$ cat config.mk
export PLATFORM = sky130hd
export DESIGN_NAME = arcade_input_ctrl
export DESIGN_NICKNAME = d
export VERILOG_FILES = /design/src/rtl/arcade_input_ctrl.sv
export SDC_FILE = /design/constraint.sdc
export NUM_CORES = 1
export LEC_CHECK = 0
export BUFFER_PORTS_ARGS = -buffer_cell sky130_fd_sc_hd__buf_2
export CAP_MARGIN = 10
export CORE_UTILIZATION = 36
export DETAILED_ROUTE_END_ITERATION = 10
export SLEW_MARGIN = 20
export SYNTH_ARGS = -nofsm -noshare
export SYNTH_HDL_FRONTEND = slang
export SYNTH_SLANG_ARGS = --single-unit
export TNS_END_PERCENT = 20
$ cat constraint.sdc
create_clock -name clk_sys -period 3.07 [get_ports clk_sys]
set_clock_uncertainty 0.15 [all_clocks]
set_input_delay 0.4605 -clock clk_sys [delete_from_list [all_inputs] [get_ports clk_sys]]
set_output_delay 0.4605 -clock clk_sys [all_outputs]
set_load 0.02 [all_outputs]
$ cat src/rtl/arcade_input_ctrl.sv
// arcade_input_ctrl
// Player-input front end in the clk_sys domain. This block does the following:
//   - It decodes PS/2 key events into per-player key registers.
//   - It ORs the key registers with the hps_io joystick words.
//   - It applies SOCD cleaning and coin-pulse stretching.
//   - It registers the result onto ply.
// The service keys are registered the same way onto service.
// Optional feature: define AUTOFIRE_EN to build the autofire counter/phase logic.
// Without AUTOFIRE_EN, af_mask is accepted but ignored.
//
// Handshakes:
//   - There is no valid/ready handshake.
//   - A PS/2 event is signalled by a change of ps2_key[10].
//   - The event is consumed on the first clk_sys edge that sees the change.
module arcade_input_ctrl #(
    parameter int          N_PLAYERS    = 2,
    parameter int          N_BUTTONS    = 3,
    parameter logic [15:0] COIN_CYCLES  = 16'd4800,
    parameter bit          SOCD_NEUTRAL = 1'b1,
    parameter logic [15:0] AF_HALF      = 16'd3000
) (
    input  logic                               clk_sys,
    input  logic                               RESET,
    input  logic [10:0]                        ps2_key,
    input  logic [N_PLAYERS*(7+N_BUTTONS)-1:0] joy,
    input  logic [N_BUTTONS-1:0]               af_mask,
    output logic [N_PLAYERS*(7+N_BUTTONS)-1:0] ply,
    output logic [1:0]                         service
);

    // Per-player field layout: R, L, D, U, buttons, start, coin, pause.
    localparam int W      = 7 + N_BUTTONS;
    localparam int PW     = N_PLAYERS * W;
    localparam int B_BTN  = 4;
    localparam int B_COIN = 5 + N_BUTTONS;

    // Maps a scan code to a flat bit index in the packed control vector.
    // Returns -1 in these cases:
    //   - unknown codes,
    //   - codes for a player that is not present,
    //   - codes for a button that is not present.
    // Field ids: 0..3 directions, 4..6 buttons 0..2, 7 start, 8 coin, 9 pause.
    function automatic int key_slot(input logic [7:0] code);
        int p;
        int f;
        p = -1;
        f = 0;
        case (code)
            8'h74: begin p = 0; f = 0; end
            8'h6B: begin p = 0; f = 1; end
            8'h72: begin p = 0; f = 2; end
            8'h75: begin p = 0; f = 3; end
            8'h14: begin p = 0; f = 4; end
            8'h11: begin p = 0; f = 5; end
            8'h29: begin p = 0; f = 6; end
            8'h16: begin p = 0; f = 7; end
            8'h2E: begin p = 0; f = 8; end
            8'h4D: begin p = 0; f = 9; end
            8'h34: begin p = 1; f = 0; end
            8'h23: begin p = 1; f = 1; end
            8'h2B: begin p = 1; f = 2; end
            8'h2D: begin p = 1; f = 3; end
            8'h1C: begin p = 1; f = 4; end
            8'h1B: begin p = 1; f = 5; end
            8'h15: begin p = 1; f = 6; end
            8'h1E: begin p = 1; f = 7; end
            8'h36: begin p = 1; f = 8; end
            default: p = -1;
        endcase
        if (p < 0 || p >= N_PLAYERS) return -1;
        if (f >= 4 && f <= 6) begin
            if (f - 4 >= N_BUTTONS) return -1;
            return p * W + f;
        end
        if (f >= 7) return p * W + f - 3 + N_BUTTONS;
        return p * W + f;
    endfunction

    // Keyboard state
    logic          armed_q, armed_d;
    logic          old_tog_q, old_tog_d;
    logic [PW-1:0] key_q, key_d;
    logic [1:0]    svc_q, svc_d;
    int            slot;

    // Merge / output state
    logic [PW-1:0]        raw;
    logic [PW-1:0]        ply_q, ply_d;
    logic [1:0]           service_q;
    logic [15:0]          coin_cnt_q [N_PLAYERS];
    logic [15:0]          coin_cnt_d [N_PLAYERS];
    logic [N_PLAYERS-1:0] coin_prev_q, coin_prev_d;
    logic [N_PLAYERS-1:0] coin_rise;

`ifdef AUTOFIRE_EN
    logic [15:0]                    af_cnt_q, af_cnt_d;
    logic                           af_phase_q, af_phase_d;
    logic [N_PLAYERS*N_BUTTONS-1:0] btn_raw, btn_prev_q;
    logic                           af_rise;
    logic                           unused_sink;
    assign unused_sink = ps2_key[8];
`else
    logic unused_sink;
    assign unused_sink = ^{ps2_key[8], af_mask, AF_HALF};
`endif

    // Decode one PS/2 event per toggle.
    // The first clock after reset only captures the toggle level.
    always_comb begin
        key_d     = key_q;
        svc_d     = svc_q;
        armed_d   = 1'b1;
        old_tog_d = ps2_key[10];
        slot      = key_slot(ps2_key[7:0]);
        if (armed_q && (old_tog_q != ps2_key[10])) begin
            for (int b = 0; b < PW; b++) begin
                if (slot == b) key_d[b] = ps2_key[9];
            end
            if (ps2_key[7:0] == 8'h46) svc_d[0] = ps2_key[9];
            if (ps2_key[7:0] == 8'h45) svc_d[1] = ps2_key[9];
        end
    end

    // Keyboard registers
    always_ff @(posedge clk_sys or posedge RESET) begin
        if (RESET) begin
            armed_q   <= 1'b0;
            old_tog_q <= 1'b0;
            key_q     <= '0;
            svc_q     <= '0;
        end else begin
            armed_q   <= armed_d;
            old_tog_q <= old_tog_d;
            key_q     <= key_d;
            svc_q     <= svc_d;
        end
    end

    // Merge keyboard and joystick, then apply the remaining processing.
    // Steps, in order:
    //   1. Cancel opposing directions.
    //   2. Stretch coin.
    //   3. Apply autofire (when built).
    always_comb begin
        raw         = key_q | joy;
        ply_d       = raw;
        coin_rise   = '0;
        coin_prev_d = coin_prev_q;
        for (int p = 0; p < N_PLAYERS; p++) begin
            coin_cnt_d[p] = coin_cnt_q[p];
            if (SOCD_NEUTRAL) begin
                if (raw[p*W+2] && raw[p*W+3]) begin
                    ply_d[p*W+2] = 1'b0;
                    ply_d[p*W+3] = 1'b0;
                end
                if (raw[p*W+0] && raw[p*W+1]) begin
                    ply_d[p*W+0] = 1'b0;
                    ply_d[p*W+1] = 1'b0;
                end
            end
            // A coin edge during a running pulse is dropped; there is no retrigger.
            coin_rise[p]   = raw[p*W+B_COIN] & ~coin_prev_q[p];
            coin_prev_d[p] = raw[p*W+B_COIN];
            if (coin_rise[p] && (coin_cnt_q[p] == 16'd0)) begin
                coin_cnt_d[p] = COIN_CYCLES;
            end else if (coin_cnt_q[p] != 16'd0) begin
                coin_cnt_d[p] = coin_cnt_q[p] - 16'd1;
            end
            ply_d[p*W+B_COIN] = (coin_cnt_d[p] != 16'd0);
        end
`ifdef AUTOFIRE_EN
        for (int p = 0; p < N_PLAYERS; p++) begin
            for (int b = 0; b < N_BUTTONS; b++) begin
                btn_raw[p*N_BUTTONS+b] = raw[p*W+B_BTN+b];
            end
        end
        // A fresh press on a masked button restarts the phase high.
        // This makes the first shot fire at once.
        af_rise = |(btn_raw & ~btn_prev_q & {N_PLAYERS{af_mask}});
        if (af_rise) begin
            af_cnt_d   = 16'd0;
            af_phase_d = 1'b1;
        end else if (af_cnt_q == AF_HALF - 16'd1) begin
            af_cnt_d   = 16'd0;
            af_phase_d = ~af_phase_q;
        end else begin
            af_cnt_d   = af_cnt_q + 16'd1;
            af_phase_d = af_phase_q;
        end
        for (int p = 0; p < N_PLAYERS; p++) begin
            for (int b = 0; b < N_BUTTONS; b++) begin
                if (af_mask[b] && btn_raw[p*N_BUTTONS+b]) ply_d[p*W+B_BTN+b] = af_phase_d;
            end
        end
`endif
    end

    // Output and coin registers
    always_ff @(posedge clk_sys or posedge RESET) begin
        if (RESET) begin
            ply_q       <= '0;
            service_q   <= '0;
            coin_prev_q <= '0;
            for (int p = 0; p < N_PLAYERS; p++) coin_cnt_q[p] <= 16'd0;
        end else begin
            ply_q       <= ply_d;
            service_q   <= svc_q;
            coin_prev_q <= coin_prev_d;
            for (int p = 0; p < N_PLAYERS; p++) coin_cnt_q[p] <= coin_cnt_d[p];
        end
    end

`ifdef AUTOFIRE_EN
    // Autofire counter, shared phase and button edge history
    always_ff @(posedge clk_sys or posedge RESET) begin
        if (RESET) begin
            af_cnt_q   <= 16'd0;
            af_phase_q <= 1'b0;
            btn_prev_q <= '0;
        end else begin
            af_cnt_q   <= af_cnt_d;
            af_phase_q <= af_phase_d;
            btn_prev_q <= btn_raw;
        end
    end
`endif

    assign ply     = ply_q;
    assign service = service_q;

endmodule

# == Yosys cells after proc, flatten, opt, wreduce, memory -nomap -nowiden ==
# Index checks and enable logic that the tools add are counted.
# word_totals
register_bits,80
wordCells,163
# classes
add_sub_neg,6
n_mul,1
n_lt_le_gt_ge,6
n_eq_ne,41
mux,27
n_bitwise,5
n_reduce_logical,48
# op_table
cell,count
"32-bit by 5-bit == test with 1-bit output, second input constant",8
32-bit 2-to-1 mux,8
"32-bit by 4-bit == test with 1-bit output, second input constant",4
"32-bit by 6-bit == test with 1-bit output, second input constant",4
"32-bit by 3-bit == test with 1-bit output, second input constant",2
"32-bit by 3-bit >= comparator with 1-bit output, second input constant",2
"32-bit by 4-bit >= comparator with 1-bit output, second input constant",2
16-bit 2-to-1 mux,4
32-bit one-hot mux with 2 select lines,1
16-bit nonzero test,4
"8-bit by 5-bit == test with 1-bit output, second input constant",7
"8-bit by 6-bit == test with 1-bit output, second input constant",7
"8-bit by 7-bit == test with 1-bit output, second input constant",7
2-bit AND reduction,22
4-bit one-hot mux with 9 select lines,1
"32-bit by 3-bit adder with 32-bit output, second input constant",1
32-bit adder,1
"32-bit by 2-bit == test with 1-bit output, second input constant",1
"32-bit by 4-bit less-or-equal comparator with 1-bit output, second input constant",1
16-bit logical NOT,2
32-bit logical NOT,1
"32-bit by 1-bit less-than comparator with 1-bit output, second input constant",1
"32-bit by 4-bit multiplier with 31-bit output, second input constant",1
"16-bit by 1-bit subtractor with 16-bit output, second input constant",2
13 further kinds,40

# == Longest topological paths before layout ==
# Gate-level depths: netlist (run 1).
# depth
word_depth,16
ltp_mapped,18
mapped_depth_nobuf,17

# == Least setup slack after synthesis (run 1) ==
# No wires, ideal clock.
# synth_timing
path_kind,input to register
start,input port ps2_key[0]
end,register key_q[18]
setup_ps,125
arrival_time_ps,4542
required_time_ps,2795
slack_ps,-1746
path_stages,18
cell_sequence,clkbuf_1 -> and2b_1 -> a22oi_1 -> o32ai_2 -> nor3b_1 -> and2_1 -> clkbuf_1 -> inv_1 -> fa_1 -> nor2b_1 -> o21ai_0 -> ha_1 -> nor4b_1 -> nand4_1 -> or3b_4 -> or3_1 -> nor3_1 -> mux2_2
# synth_via
elab_chain_cells,16
# synth_rtl
item,line_no,text
from (decl),24,"input logic [10:0] ps2_key,"
branches (longest 13 deep; another with 32-bit by 4-bit multiplier with 31-bit output),--,
32-bit 2-to-1 mux *,71,if (f >= 4 && f <= 6) begin
32-bit by 6-bit == test with 1-bit output *,117,if (slot == b) key_d[b] = ps2_key[9];
2-bit AND reduction (no source line) *,--,
to (signal assigned),134,key_q <= key_d;
to (decl),82,"logic [PW-1:0] key_q, key_d;"
# Mark *: on every way between the ends. The select of a mux whose other input is x is not followed.
# A chain may end at the register's enable or synchronous reset.

# == Worst setup path after layout (run 1) ==
# layout_timing
start,input port ps2_key[2]
end,register key_q[18]
# Same word-level chain as after synthesis.

==> results.yml, run 1 <==
global_routing:
  antenna_found_initial: 0
  grt-ovfl-total: 0
  grt_pass1_wl_um: 18400
  grt_pass1_vias: 3815
  grt_max_degree: 42
  track_usage: 0.180
drt:
  vias: 3761
  wl_per_cell_um: 14.8
  dr.pass1.iters: 4
  dr.first_iter.drc_count: 181
  viasPerCell: 5.19
  drc: 0
  finalWirelength_um: 10700
  route.antenna.remaining_nets: 0
power_and_ir_drop:
  p_leak_uw: 0.00268
  finalPower_uw: 3000
  peakVddDrop_mv: 0.259
  power_density_nw_per_um2: 498
cts:
  path_clk_slew_ps: 60
  cts.htree.levels: 3
  worstSkewPairLatency_ps: 330
  cts_sinks: 80
  cts_tree: "yes"
  cts_buffer_depth: 2
  cts_root_buffer: "clkbuf_16"
  cts_buffers: 9
synth:
  synth_xor_area_frac: 0.0273
  synth_top_area_share: 0.446
  synthTopCellsByArea: "dfrtp_1 45%, mux2_2 6.3%, ha_1 3.6%"
  synth_mux_area_frac: 0.0716
  yosysTopAreaCell: "dfrtp_1"
  syn_area_um2: 4490
  synth_top_family_by_area: "simple AND/OR/NAND/NOR gates"
  yosysWarnings: 0
  post-synth-top-count-cell: "dfrtp_1"
  ys_seq_elements: 80
  synth_nets: 487
  synthArstFlopShare: 1.00
  synth_edf_count: 0
  yosysUniqueCellTypes: 68
  syn_inst: 437
  yosys.area_share.simple: 0.275
  synth_compound_area_frac: 0.109
  avgSynthCellArea_um2: 10.3
  synthAdderAreaFrac: 0.0407
  seq_area_frac_synth: 0.446
  synth_flop_cell: "dfrtp_1"
  netlist_top_cells_count: "80 x dfrtp_1, 30 x nor2_1, 25 x mux2_2, 22 x nand2_1, 18 x o21ai_0"
setup_path:
  r2r.worst_path.cells: 8
  cp_num_cells: 17
  cpMaxStageDelayCell: "or3b_4"
  crit_path_end_kind: "flip-flop"
  cp_cell_sequence: "buf_8 -> and2b_2 -> a22oi_2 -> o32ai_4 -> nor3b_4 -> ha_2 -> inv_2 -> fa_2 -> nor2b_4 -> o21ai_2 -> ha_2 -> nor4b_4 -> nand4_1 -> or3b_4 -> or3_4 -> nor3_4 -> mux2_4"
  crit_buf_inv: 2
  r2r-end: "ply[18]"
  crit_path_end: "key_q[18]"
  r2r_slack_ps: 230
  crit_path_start: "ps2_key[2]"
  r2r_start: "coin_cnt_q[0]"
  arrival_ps: 4130
  cp_common_cell: "ha_2"
  critical-path-top-delay-family: "simple AND/OR/NAND/NOR gates"
  worstSetupStartpointType: "primary input"
  path_class: "primary input to flip-flop"
  cp.required_ps: 3140
  critPathMaxStageDelay_ps: 440
  path_max_fanout: 8
layout:
  syn_to_final_growth_pct: 34.3
  diodes: 0
  instances_no_fill: 724
  drive_gt1_frac: 0.410
  multi_input_area_um2: 2640
  final-seq-area_um2: 2000
  fill_cells: 1088
  final_core_utilization: 0.500
  nNetsFinal: 602
sta:
  post-route-period-util: 1.32
  fin_crit_ps: 4050
  setup_viol_count_final: 20
  rsz0062_at_grt: "true"
  timing.hold.ws_ps: 63.0
  tns_ps: -15190
  tightest_slew_ps: 697
  fin_ws_ps: -984
  drv_slew: 0
  maxSlewHeadroom: 0.535
  hold_viol_final: 0
  fmax_ghz: 0.247
status:
  violations: "setup timing"
  outcome: "finished with violations"
die:
  die_h_um: 114
  ios: 58
  dieWidth_um: 114
  die_area_um2: 12900
  coreArea_um2: 12100
  rows: 40
  start_util: 0.372
placement:
  dp_hpwl_um: 7850
  io_buffer_count: 53
  dp.cells: 699
  place_congestion: 0.920
flow_run:
  maxCapViolCount: 0
min_path:
  min_path_type: "primary input to async pin"
## stage by stage
step | area [um^2] | worst slack [ps]
6_report | 6030 | -984
5_1_grt | 6030 | -1160
4_1_cts | 5910 | -952
3_5_place_dp | 5430 | -1480
3_3_place_gp | 5430 | -1350
2_1_floorplan | 4640 | -1260
## what timing repair did
action                                  4_1_cts  5_1_grt
pin swaps                                    13        9
endpoints found under the setup margin       20       20
setup buffers                                 6        4
gates resized for setup                      38       18
hold buffers                                  0        0
## how the worst min path moves through the flow
stage,start,endpoint,slack (ps),cells past startpoint
6_report,RESET,coin_cnt_q[5],60,2
5_1_grt,ps2_key[10],old_tog_q,110,1
4_1_cts,RESET,coin_cnt_q[3],90,2
3_5_place_dp,svc_q[0],service[0],210,0
3_3_place_gp,svc_q[1],service[1],210,0
2_1_floorplan,svc_q[0],service[0],200,0
## worst reg2reg max path: stages (launching register included)
cell and delay (ps):
dfrtp_1 430, inv_1 100, ha_1 230, or3b_1 490, o41a_1 430, a211oi_1 320, nand4b_1 170, nor4_1 220
nand4b_1 140
## metal layers
layer,part of all wire,global-route usage,up-vias
met5,0,0,-
met4,0.019,0.0737,0
met3,0.032,0.0292,17
met2,0.49,0.294,70
met1,0.46,0.238,1835
li1,-,-,1839
## cells in the final DEF (no fill, tap or decap), types with 5 or more instances in the layout
master	Yosys	layout
nand2b_1	8	6
o21a_1	5	5
clkbuf_16	0	9
nand4_1	11	11
nand3_1	17	17
or2_2	12	12
buf_4	2	62
buf_6	1	7
a21oi_1	14	9
o211ai_1	6	6
ha_1	13	10
buf_2	5	45
nor4b_4	1	6
dfrtp_1	80	80
nand2_1	22	22
xor2_1	8	8
nor2b_1	14	12
o21ai_0	18	14
xnor2_1	6	5
a21oi_2	0	5
mux2_2	25	20
mux2_4	0	5
or3_1	6	5
nor4_1	12	10
nor2_1	30	27
inv_1	15	12
nor3_1	16	15
## sequential cells by signal (all words and copies together), names as in the netlist
signal / count
coin_prev_q: 2
svc_q: 2
service: 2
armed_q: 1
coin_cnt_q: 32
old_tog_q: 1
ply: 20
key_q: 20
## logic make-up after synthesis
kind of cell               after synthesis
AOI/OAI and AO/OA                       73
xor gates and xnor gates                14
adders and majority gates               14
buffers and inverters                   29
DFF                                     80
muxes                                   29
other                                    1
and+or+nand+nor                        197
## layout make-up
class,instances,share of cell area
Clock buffer,9,0.0374
Sequential cell,80,0.332
Tap cell,168,0.0349
Inverter,15,0.00955
Clock inverter,6,0.0102
Multi-Input combinational cell,328,0.439
Timing Repair Buffer,118,0.137
## power by group
| group | internal, uW | leakage (uW) | switching [uW] |
|---|---|---|---|
| registers | 1170 | 0.00101 | 153 |
| logic | 291 | 0.00153 | 356 |
| clock network | 622 | 0.000141 | 415 |
Note: power is estimated with default switching activity, not from simulation.
==> inputs of run 2 (changes only) <==
CTS_BUF_LIST = sky130_fd_sc_hd__clkbuf_8   (was not set)
==> run 2 against run 1 <==
The flow still finishes with violations (setup timing). Register-to-register slack got worse by 20 ps. Combinational power about the same. Sequential power about the same. Final area decreased by 1.6%. Clock-buffer cell count unchanged. Final cell count unchanged. Sequential share of layout area increased by 0.55 points. Critical endpoint unchanged. Via count decreased by 1.2%. Non-clock buffer count unchanged.
==> results.yml, run 2 (synthesis gave the netlist of run 1 again) <==
status:
  outcome: "finished with violations"
  violations: "setup timing"
setup_path:
  path_max_fanout: 8
  cp.required_ps: 3160
  r2r_start: "coin_cnt_q[0]"
  r2r.worst_path.cells: 8
  crit_path_end_kind: "flip-flop"
  arrival_ps: 4130
  path_class: "primary input to flip-flop"
  r2r_slack_ps: 210
  r2r-end: "ply[18]"
  worstSetupStartpointType: "primary input"
cts:
  cts_root_buffer: "clkbuf_8"
  cts_buffers: 9
  cts_tree: "yes"
  worstSkewPairLatency_ps: 350
  cts_buffer_depth: 2
  cts.htree.levels: 3
  cts_sinks: 80
  path_clk_slew_ps: 80
sta:
  hold_viol_final: 0
  fmax_ghz: 0.248
  rsz0062_at_grt: "true"
  tightest_slew_ps: 693
  post-route-period-util: 1.32
  drv_slew: 0
  tns_ps: -14870
  maxSlewHeadroom: 0.538
  fin_ws_ps: -968
  setup_viol_count_final: 20
  fin_crit_ps: 4040
layout:
  largest_register_ffs: 32
  diodes: 0
  syn_to_final_growth_pct: 32.1
  largest_register: "coin_cnt_q"
  nNetsFinal: 602
  final_common_cell: "dfrtp_1"
  postLayoutCellArea_um2: 5930
  layout_common_cells: "80 x dfrtp_1, 62 x buf_4, 45 x buf_2"
  drive_gt1_frac: 0.412
  final_core_utilization: 0.491
die:
  ios: 58
  die_h_um: 114
  rows: 40
  start_util: 0.372
  die_area_um2: 12900
  dieWidth_um: 114
  coreArea_um2: 12100
power_and_ir_drop:
  p_leak_uw: 0.00263
  finalPower_uw: 2710
  peakVddDrop_mv: 0.210
  power_density_nw_per_um2: 457
placement:
  dpl_cell_area_um2: 5430
  io_buffer_count: 53
  place_congestion: 0.920
  dp_hpwl_um: 7850
drt:
  vias: 3717
  finalWirelength_um: 10600
  route.antenna.remaining_nets: 0
  viasPerCell: 5.13
  wl_per_cell_um: 14.7
  drc: 0
  dr.pass1.iters: 4
  dr.first_iter.drc_count: 197
flow_run:
  maxCapViolCount: 0
global_routing:
  grt_pass1_vias: 3808
  grt_pass1_wl_um: 18300
  grt_max_degree: 42
  grt-ovfl-total: 0
  track_usage: 0.177
  antenna_found_initial: 0
min_path:
  min_path_type: "primary input to async pin"
==> run 2: cell counts in the layout (fill, tap and decap cells not counted) <==
Identical to the previous run, type by type.
==> run 2: area by class of cell <==
type | count | area [um^2]
tap | 168 | 210
clock buffer | 9 | 124
inverter | 15 | 57.6
sequential | 80 | 2000
clock inverter | 6 | 61.3
timing repair buffer | 118 | 827
fill | 1105 | 6130
multi-input combinational | 328 | 2650
==> run 2: layer usage <==
metal,GRT usage,part of all wire,vias up
li1,-,-,1835
met1,0.235,0.46,1795
met2,0.293,0.49,70
met3,0.0276,0.036,17
met4,0.0632,0.016,0
met5,0,0,-
==> run 2: per-stage QoR <==
step	hold WS [ps]	cells	setup WS (ps)
floorplan	200	437	-1260
global placement	211	699	-1350
detailed placement	215	699	-1480
CTS	68.8	720	-932
global route	90.3	724	-1130
finish	41.1	724	-968
==> run 2: how the worst max path moves through the flow <==
| stage | start | end | slack, ps | cells past startpoint |
|---|---|---|---|---|
| 6_report | ps2_key[2] | key_q[18] | -970 | 17 |
| 5_1_grt | ps2_key[2] | key_q[18] | -1130 | 17 |
| 2_1_floorplan | ps2_key[0] | key_q[18] | -1260 | 18 |
| 3_3_place_gp | ps2_key[2] | key_q[18] | -1350 | 17 |
| 3_5_place_dp | ps2_key[4] | key_q[18] | -1480 | 18 |
| 4_1_cts | ps2_key[2] | key_q[18] | -930 | 17 |
==> run 2: critical path: stages <==
cell and delay, ps:
buf_8 90, and2b_2 240, a22oi_2 230, o32ai_4 120
nor3b_4 220, ha_2 210, inv_2 40, fa_2 360
nor2b_4 180, o21ai_2 80, ha_2 190, nor4b_4 270
nand4_1 130, or3b_4 440, or3_4 360, nor3_4 200
mux2_4 310
==> run 2: repair_timing <==
item / 4_1_cts / 5_1_grt
hold buffers: 0 / 0
pin swaps: 13 / 9
endpoints found under the setup margin: 20 / 20
setup buffers: 6 / 5
hold endpoints to repair: 0 / 0
gates resized for setup: 38 / 20
==> run 2: where the power goes <==
part	internal (uW)	total (uW)	switching (uW)
combinational	291	645	354
clock	368	749	381
sequential	1160	1310	151
